$ cat src/rtl/cordic_range_reduce.sv
// Range reduction front-end and quadrant correction back-end around a pipelined CORDIC.
// Build option: define CORDIC_RR_SAT_EN to clamp out-of-range inputs and flag them instead of wrapping.
module cordic_range_reduce #(
  parameter int unsigned DATA_WIDTH = 8,
  parameter int unsigned IN_WIDTH   = 10,
  parameter int unsigned CORDIC_LAT = 12
) (
  input  logic                         clk,
  input  logic                         rst,
  input  logic                         in_valid,
  output logic                         in_ready,
  input  logic signed [IN_WIDTH-1:0]   in_angle,
  output logic                         out_valid,
  output logic signed [DATA_WIDTH-1:0] out_angle,
  input  logic signed [DATA_WIDTH-1:0] cos_in,
  input  logic signed [DATA_WIDTH-1:0] sin_in,
  output logic                         res_valid,
  output logic signed [DATA_WIDTH-1:0] cos_out,
  output logic signed [DATA_WIDTH-1:0] sin_out,
  output logic                         res_err
);

  // Two guard bits so the +/-TWO_PI wrap never overflows the working width
  localparam int unsigned CALC_W = IN_WIDTH + 2;

  localparam logic signed [CALC_W-1:0] PI          = CALC_W'(201);
  localparam logic signed [CALC_W-1:0] NEG_PI      = -CALC_W'(201);
  localparam logic signed [CALC_W-1:0] PI_HALF     = CALC_W'(101);
  localparam logic signed [CALC_W-1:0] NEG_PI_HALF = -CALC_W'(101);
  localparam logic signed [CALC_W-1:0] TWO_PI      = CALC_W'(402);

  localparam logic signed [DATA_WIDTH-1:0] SMAX = {1'b0, {(DATA_WIDTH-1){1'b1}}};
  localparam logic signed [DATA_WIDTH-1:0] SMIN = {1'b1, {(DATA_WIDTH-1){1'b0}}};

  typedef struct packed {
    logic valid;
    logic flip;
    logic err;
  } tag_t;

  logic                     accept;
  logic signed [CALC_W-1:0] in_ext;
  logic signed [CALC_W-1:0] pre_angle;
  logic signed [CALC_W-1:0] red_angle;
  logic                     pre_err;
  logic                     red_flip;

  logic                     out_flip;
  logic                     out_err;
  tag_t                     tag_pipe [CORDIC_LAT];
  tag_t                     tail;

  // Negation that maps the most negative code to the most positive one
  function automatic logic signed [DATA_WIDTH-1:0] neg_sat(
    input logic signed [DATA_WIDTH-1:0] v
  );
    if (v == SMIN) begin
      return SMAX;
    end
    return -v;
  endfunction

  // No backpressure: the CORDIC downstream is fully pipelined
  assign in_ready = rst;
  assign accept   = in_valid && in_ready;

  // Pre-condition to [-PI, PI], then fold into [-PI/2, PI/2]
  always_comb begin
    in_ext    = CALC_W'(in_angle);
    pre_angle = in_ext;
    pre_err   = 1'b0;
    red_angle = '0;
    red_flip  = 1'b0;
`ifdef CORDIC_RR_SAT_EN
    if (in_ext > PI) begin
      pre_angle = PI;
      pre_err   = 1'b1;
    end else if (in_ext < NEG_PI) begin
      pre_angle = NEG_PI;
      pre_err   = 1'b1;
    end
`else
    if (in_ext > PI) begin
      pre_angle = in_ext - TWO_PI;
    end else if (in_ext < NEG_PI) begin
      pre_angle = in_ext + TWO_PI;
    end
`endif
    if (pre_angle > PI_HALF) begin
      red_angle = pre_angle - PI;
      red_flip  = 1'b1;
    end else if (pre_angle < NEG_PI_HALF) begin
      red_angle = pre_angle + PI;
      red_flip  = 1'b1;
    end else begin
      red_angle = pre_angle;
      red_flip  = 1'b0;
    end
  end

  // Reduced-angle output stage; payload holds while idle
  always_ff @(posedge clk) begin
    if (!rst) begin
      out_valid <= 1'b0;
      out_angle <= '0;
      out_flip  <= 1'b0;
      out_err   <= 1'b0;
    end else begin
      out_valid <= accept;
      if (accept) begin
        out_angle <= DATA_WIDTH'(red_angle);
        out_flip  <= red_flip;
        out_err   <= pre_err;
      end
    end
  end

  // Sideband tags travel alongside the CORDIC pipeline
  always_ff @(posedge clk) begin
    if (!rst) begin
      for (int i = 0; i < int'(CORDIC_LAT); i++) begin
        tag_pipe[i] <= '0;
      end
    end else begin
      tag_pipe[0] <= '{valid: out_valid, flip: out_flip, err: out_err};
      for (int i = 1; i < int'(CORDIC_LAT); i++) begin
        tag_pipe[i] <= tag_pipe[i-1];
      end
    end
  end

  assign tail = tag_pipe[CORDIC_LAT-1];

  // Quadrant correction of the CORDIC result; payload holds while idle
  always_ff @(posedge clk) begin
    if (!rst) begin
      res_valid <= 1'b0;
      res_err   <= 1'b0;
      cos_out   <= '0;
      sin_out   <= '0;
    end else begin
      res_valid <= tail.valid;
      if (tail.valid) begin
        cos_out <= tail.flip ? neg_sat(cos_in) : cos_in;
        sin_out <= tail.flip ? neg_sat(sin_in) : sin_in;
        res_err <= tail.err;
      end
    end
  end

endmodule

$ cat config.mk
export PLATFORM = sky130hd
export DESIGN_NAME = cordic_range_reduce
export DESIGN_NICKNAME = d
export VERILOG_FILES = /design/src/rtl/cordic_range_reduce.sv
export SDC_FILE = /design/constraint.sdc
export NUM_CORES = 1
export LEC_CHECK = 0
export ABC_AREA = 1
export BUFFER_PORTS_ARGS = -buffer_cell sky130_fd_sc_hd__buf_2
export CAP_MARGIN = 20
export CORE_ASPECT_RATIO = 2
export CORE_MARGIN = 2
export CORE_UTILIZATION = 28
export CTS_BUF_LIST = sky130_fd_sc_hd__clkbuf_4 sky130_fd_sc_hd__clkbuf_8 sky130_fd_sc_hd__clkbuf_16
export DETAILED_ROUTE_END_ITERATION = 12
export SYNTH_ARGS = -nofsm -noshare
export SYNTH_HDL_FRONTEND = slang
export SYNTH_SLANG_ARGS = --single-unit
$ cat constraint.sdc
create_clock -name clk -period 5 [get_ports clk]
set_input_delay 1 -clock clk [delete_from_list [all_inputs] [get_ports clk]]
set_output_delay 1 -clock clk [all_outputs]
set_load 0.02 [all_outputs]
======== Yosys cells after proc, flatten, opt, wreduce, memory -nomap -nowiden ========
Memories as Yosys holds them, arrays and structs flattened.
Cells that the tools add are included.
word-level totals
  flip-flop bits (word level) ............. 28
  memories kept ........................... 1
  bits in writable memories ............... 36
  output and inout bits ................... 28
  logic and storage cells ................. 65
operators by class
  eq/ne operators ......................... 2
  mux-type cells .......................... 32
  magnitude comparators ................... 4
  $add $sub $neg .......................... 6
  reduce and logical (&&, ||, !) cells .... 1
  bitwise operators ....................... 12
memories
  name      words  width  read ports  clocked after memory_dff  write ports  line  text
  tag_pipe  12     3      12          0                         12           50    tag_t tag_pipe [CORDIC_LAT];
operators by type and width
  kind                    number
  $mux 8                  8
  $mux 3                  12
  $mux 12                 2
  $eq 8x8->1 const B      2
  $neg 8->8               2
  $gt 12x8->1 const B     1
  $lt 12x8->1 const B     1
  $or 1x1->1              12
  $add 10x10->11 const B  1
  $sub 10x10->11 const B  1
  $gt 10x9->1 const B     1
  $lt 10x9->1 const B     1
  $mux 1                  10
  $add 8x7->8 const B     1
  $sub 8x7->8 const B     1
  $logic_and 1x1->1       1

======== Longest topological paths before layout ========
  depth in word-level cells ............... 6
  depth in mapped cells ................... 21
  depth with buffers taken out ............ 20

======== Worst setup path before layout ========
Ideal clock, no wire load.
  path kind ............................... input-to-reg
  start point ............................. input in_angle[3]
  end point ............................... register out_angle[0]
  arrival time ............................ 2.671 ns
  path slack .............................. 2.211 ns
  stages .................................. 20
  buffers on the path ..................... 1
  required time ........................... 4.883 ns
  cells stage by stage .................... buf_6 inv_2 nand2_1 nor2_4 nand3_4 nand3_4 nand2_1 nand2_1 nand2_1 ha_1 inv_1 nand3_1 nand3_1 nand2_2 nand2_2 nand2_4 nand2_1 nand2_2 o21ai_1 nor2_1
between the ends
  cells in the longest elaborated chain, start to end .. 6
  elaborated cells on any way between the ends .. 12
RTL lines
  what                                                  line    text
  start: declaration                                    12      input logic signed [IN_WIDTH-1:0] in_angle,
  $add 10x10->11 / $lt 10x9->1 (equally long branches)  86, 85
  $mux 12                                               85      end else if (in_ext < NEG_PI) begin
  $mux 12 *                                             83      if (in_ext > PI) begin
  $lt 12x8->1 / $add 8x7->8 (equally long branches)     92, 93
  $mux 8                                                92      end else if (pre_angle < NEG_PI_HALF) begin
  $mux 8 *                                              89      if (pre_angle > PI_HALF) begin
  end signal: assignment                                111     out_angle <= DATA_WIDTH'(red_angle);
  end: declaration                                      14      output logic signed [DATA_WIDTH-1:0] out_angle,
Every way passes the cells marked *; elsewhere a longest branch is shown, timed or not.
A chain may end at the register's enable or synchronous reset.

======== Worst setup path in the final report ========
  start point ............................. input rst
  end point ............................... output in_ready
RTL lines
  what                line  text
  start: declaration  9     input logic rst,
  end: declaration    11    output logic in_ready,
No word-level cell between the ends.

==> results by group <==
Final layout
  • Share of cells above drive strength 1: 21.87%
  • Final cell count without fillers: 640
  • Area grow syn2layout: 18.96%
  • Fin util: 34.17%
  • Final-layout fill cell count: 1182
  • Final nets: 536
  • Ant diodes: 0

Synth
  • Yosys top cell by area: dfxtp_1
  • Unique masters post-synth: 39
  • Synth Flop Type: dfxtp_1
  • Post-synthesis adder-cell area fraction: 2.079%
  • Synth Area in XOR/XNOR: 2.911%
  • Gate Count Post-Synth: 453
  • Mean area per synthesized cell: 6.643 µm²
  • Top cell type's share of synthesized area: 33.93%
  • Top area cells in the synthesized netlist: dfxtp_1 (34%), nand2_1 (16%), inv_1 (8.6%)
  • Syn Nets: 487
  • Commonest cells post-synth: nand2_1 (128), inv_1 (69), dfxtp_1 (51)
  • Number of synthesized register bits: 51
  • Syn. warnings: 0
  • Synth Area in Compound Gates: 13.01%
  • Register area share after synthesis: 33.93%
  • Synth Area in Simple Gates: 35.43%
  • Largest family of logic cells by synthesized area: simple AND/OR/NAND/NOR gates
  • Mux contribution to synthesized area: 0%
  • Post-synth ARST share: 0%
  • Netlist Area Pre-Place: 0.003009 mm²
  • Count leader, synth: nand2_1
  • Post-synth EDFFs: 0

Placement
  • Dpl cells: 632
  • Routability cong.: 0.9523
  • PortBufs: 55
  • Detailed Place HPWL: 5.873 mm

Clock tree
  • Postcts setup bufs: 0
  • H-tree depth: 2
  • Post-cts sizing count: 0
  • CTS sink cnt: 51
  • Worst-path clk slew: 60 ps
  • Hold-fix buffers, CTS: 0
  • Clock Path Buffers: 2
  • Later-pin clock latency in the skew report: 290 ps
  • Root buf cell: clkbuf_16
  • CTS tree: yes
  • CTS buffer count: 5

Route
  • DR pass1 iterations: 4
  • DR vias: 2913
  • Drt initial violations: 73
  • Via density: 4.552
  • DR WL/cell: 11.46 µm
  • # DRC: 0
  • Wirelength, routed: 7.337 mm
  • Routed Antenna Nets: 0

Floorplanning
  • Ports: 57
  • Row cnt: 53
  • Initial cell density of the core: 28.72%
  • Core Area: 0.01048 mm²
  • Die Y: 150.6 µm
  • Die Width: 77.31 µm
  • Die Footprint: 0.01164 mm²

Critical path
  • Critical path's most frequent cell: buf_2
  • R2r worst-path depth: 4
  • Setup crit start kind: input pin
  • Worst-path maximum fanout: 47
  • Critical Path RT: 4000 ps
  • WP depth: 2
  • FF-to-FF setup slack: 3050 ps
  • Crit path max-delay cell type: buf_2
  • CP Cell Sequence: buf_2, buf_2
  • CP Class: input pin to output port
  • R2r endpoint: cos_out[4]
  • Arrival time of the worst setup path: 1860 ps
  • Critical Path Max Stage Delay: 570 ps
  • Critical path buffers and inverters: 2
  • Top Family by Delay on Critical Path: buffers and inverters
  • Crit end category: output port
  • Critical R2R Launch: tag_pipe[2][10]

STA
  • Rel. slew slack: 49.38%
  • Final Hold Viols: 0
  • Period utilisation layout: 57.18%
  • Final Skew: 2.495 ps
  • Max Freq: 349.8 MHz
  • Tightest Pin Transition: 749.5 ps
  • RSZ-0062 raised after global routing: no
  • Minimum clock period after layout: 2859 ps
  • Post-route setup TNS: 0 ps
  • Slew Limit Fails: 0
  • Setup Viol. Count Final: 0

GRT
  • Number of global-route vias before repair: 2760
  • Initial antenna violation count: 0
  • Grt ovf: 0
  • Largest net degree at the start of global routing: 48
  • Global-route wire length before repair: 12.20 mm
  • Tot GR Track Use: 12.97%

Worst hold path
  • Hold worst-path end: tag_pipe[1][2]
  • Hold path depth: 2
  • Worst Hold Class: flip-flop to flip-flop
  • Hold Path Origin: tag_pipe[0][11]

Power and ir drop
  • Peak supply drop: 0.1635 mV
  • Power density cells: 298.2 mW/mm²
  • Static leakage: 1.938 nW

Flow run
  • MaxCap Viol Count: 0

Outcome
  • Status: finished, final reports clean
[cell type report]
| cell class | instances | area, µm² | share of cell area (%) |
|---|---|---|---|
| inverters | 82 | 307.8 | 8.598 |
| clock inverters | 2 | 60.06 | 1.678 |
| multi-input cells | 307 | 1612 | 45.02 |
| well taps | 137 | 171.4 | 4.789 |
| repair buffers | 55 | 275.3 | 7.690 |
| flip-flops and latches | 51 | 1021 | 28.52 |
| clock buffers | 6 | 132.6 | 3.705 |
[placed cells by master, fill, tap and decap left out, drive strengths merged]
cell type  netlist  final
clkinv           3      3
nor3             7      7
or2              1      1
nand3           36     36
buf              5     55
a21oi           19     19
o21ai           30     30
a41oi            1      1
conb             1      1
a22oi            2      2
inv             79     79
xnor2            6      6
nor2            28     28
bufinv           0      2
o211ai           4      4
a31oi            2      2
a31o             1      1
xor2             4      4
clkbuf           8      6
nand3b           4      4
ha               5      5
nand4            5      5
and2             1      1
nand2          147    147
o221ai           3      3
dfxtp           51     51
[state kept, by name, indices dropped and copies added (netlist names)]
| signal | cells |
|---|---|
| cos_out | 8 |
| tag_pipe | 24 |
| out_valid | 1 |
| res_valid | 1 |
| sin_out | 8 |
| out_flip | 1 |
| out_angle | 8 |
[per-stage QoR]
stage | total power, mW | cell area [µm²] | setup slack (ps) | hold WS (ps)
2_1_floorplan | 0.5842 | 3009 | 2211 | 390.5
3_3_place_gp | 0.6381 | 3387 | 1990 | 395.0
3_5_place_dp | 0.6400 | 3387 | 1932 | 399.8
4_1_cts | 1.079 | 3580 | 2110 | 415.6
5_1_grt | 1.120 | 3580 | 1998 | 426.3
6_report | 1.068 | 3580 | 2141 | 412.6
[power by group]
group	internal, mW	switching (mW)	leakage (nW)	total, mW
sequential	0.415	0.00384	0.414	0.419
clock	0.292	0.145	0.0945	0.437
combinational	0.0697	0.142	1.43	0.211
total	0.777	0.290	1.94	1.07
[layer usage]
| layer | vias up | share of wire [%] | wire [µm] | GRT usage [%] |
|---|---|---|---|---|
| met1 | 1295 | 38 | 2802 | 12.54 |
| met2 | 90 | 54 | 3983 | 25.96 |
| met4 | 0 | 4.0 | 293 | 6.964 |
| met3 | 20 | 3.5 | 258 | 1.499 |
| li1 | 1508 | - | - | - |
| met5 | - | 0 | 0 | 0 |
[cells by family after synthesis]
group                      count (synthesis)
buffers and inverters                     95
AOI/OAI and AO/OA                         62
other                                      1
DFF                                       51
and+or+nand+nor                          229
adders and majority gates                  5
xor gates and xnor gates                  10
[how the worst max path moves through the flow]
stage,to,from
4_1_cts,in_ready,rst
3_3_place_gp,out_angle[0],in_angle[6]
5_1_grt,out_angle[4],in_angle[6]
6_report,in_ready,rst
2_1_floorplan,out_angle[0],in_angle[3]
3_5_place_dp,out_angle[0],in_angle[6]
(Power assumes the default switching activity.)
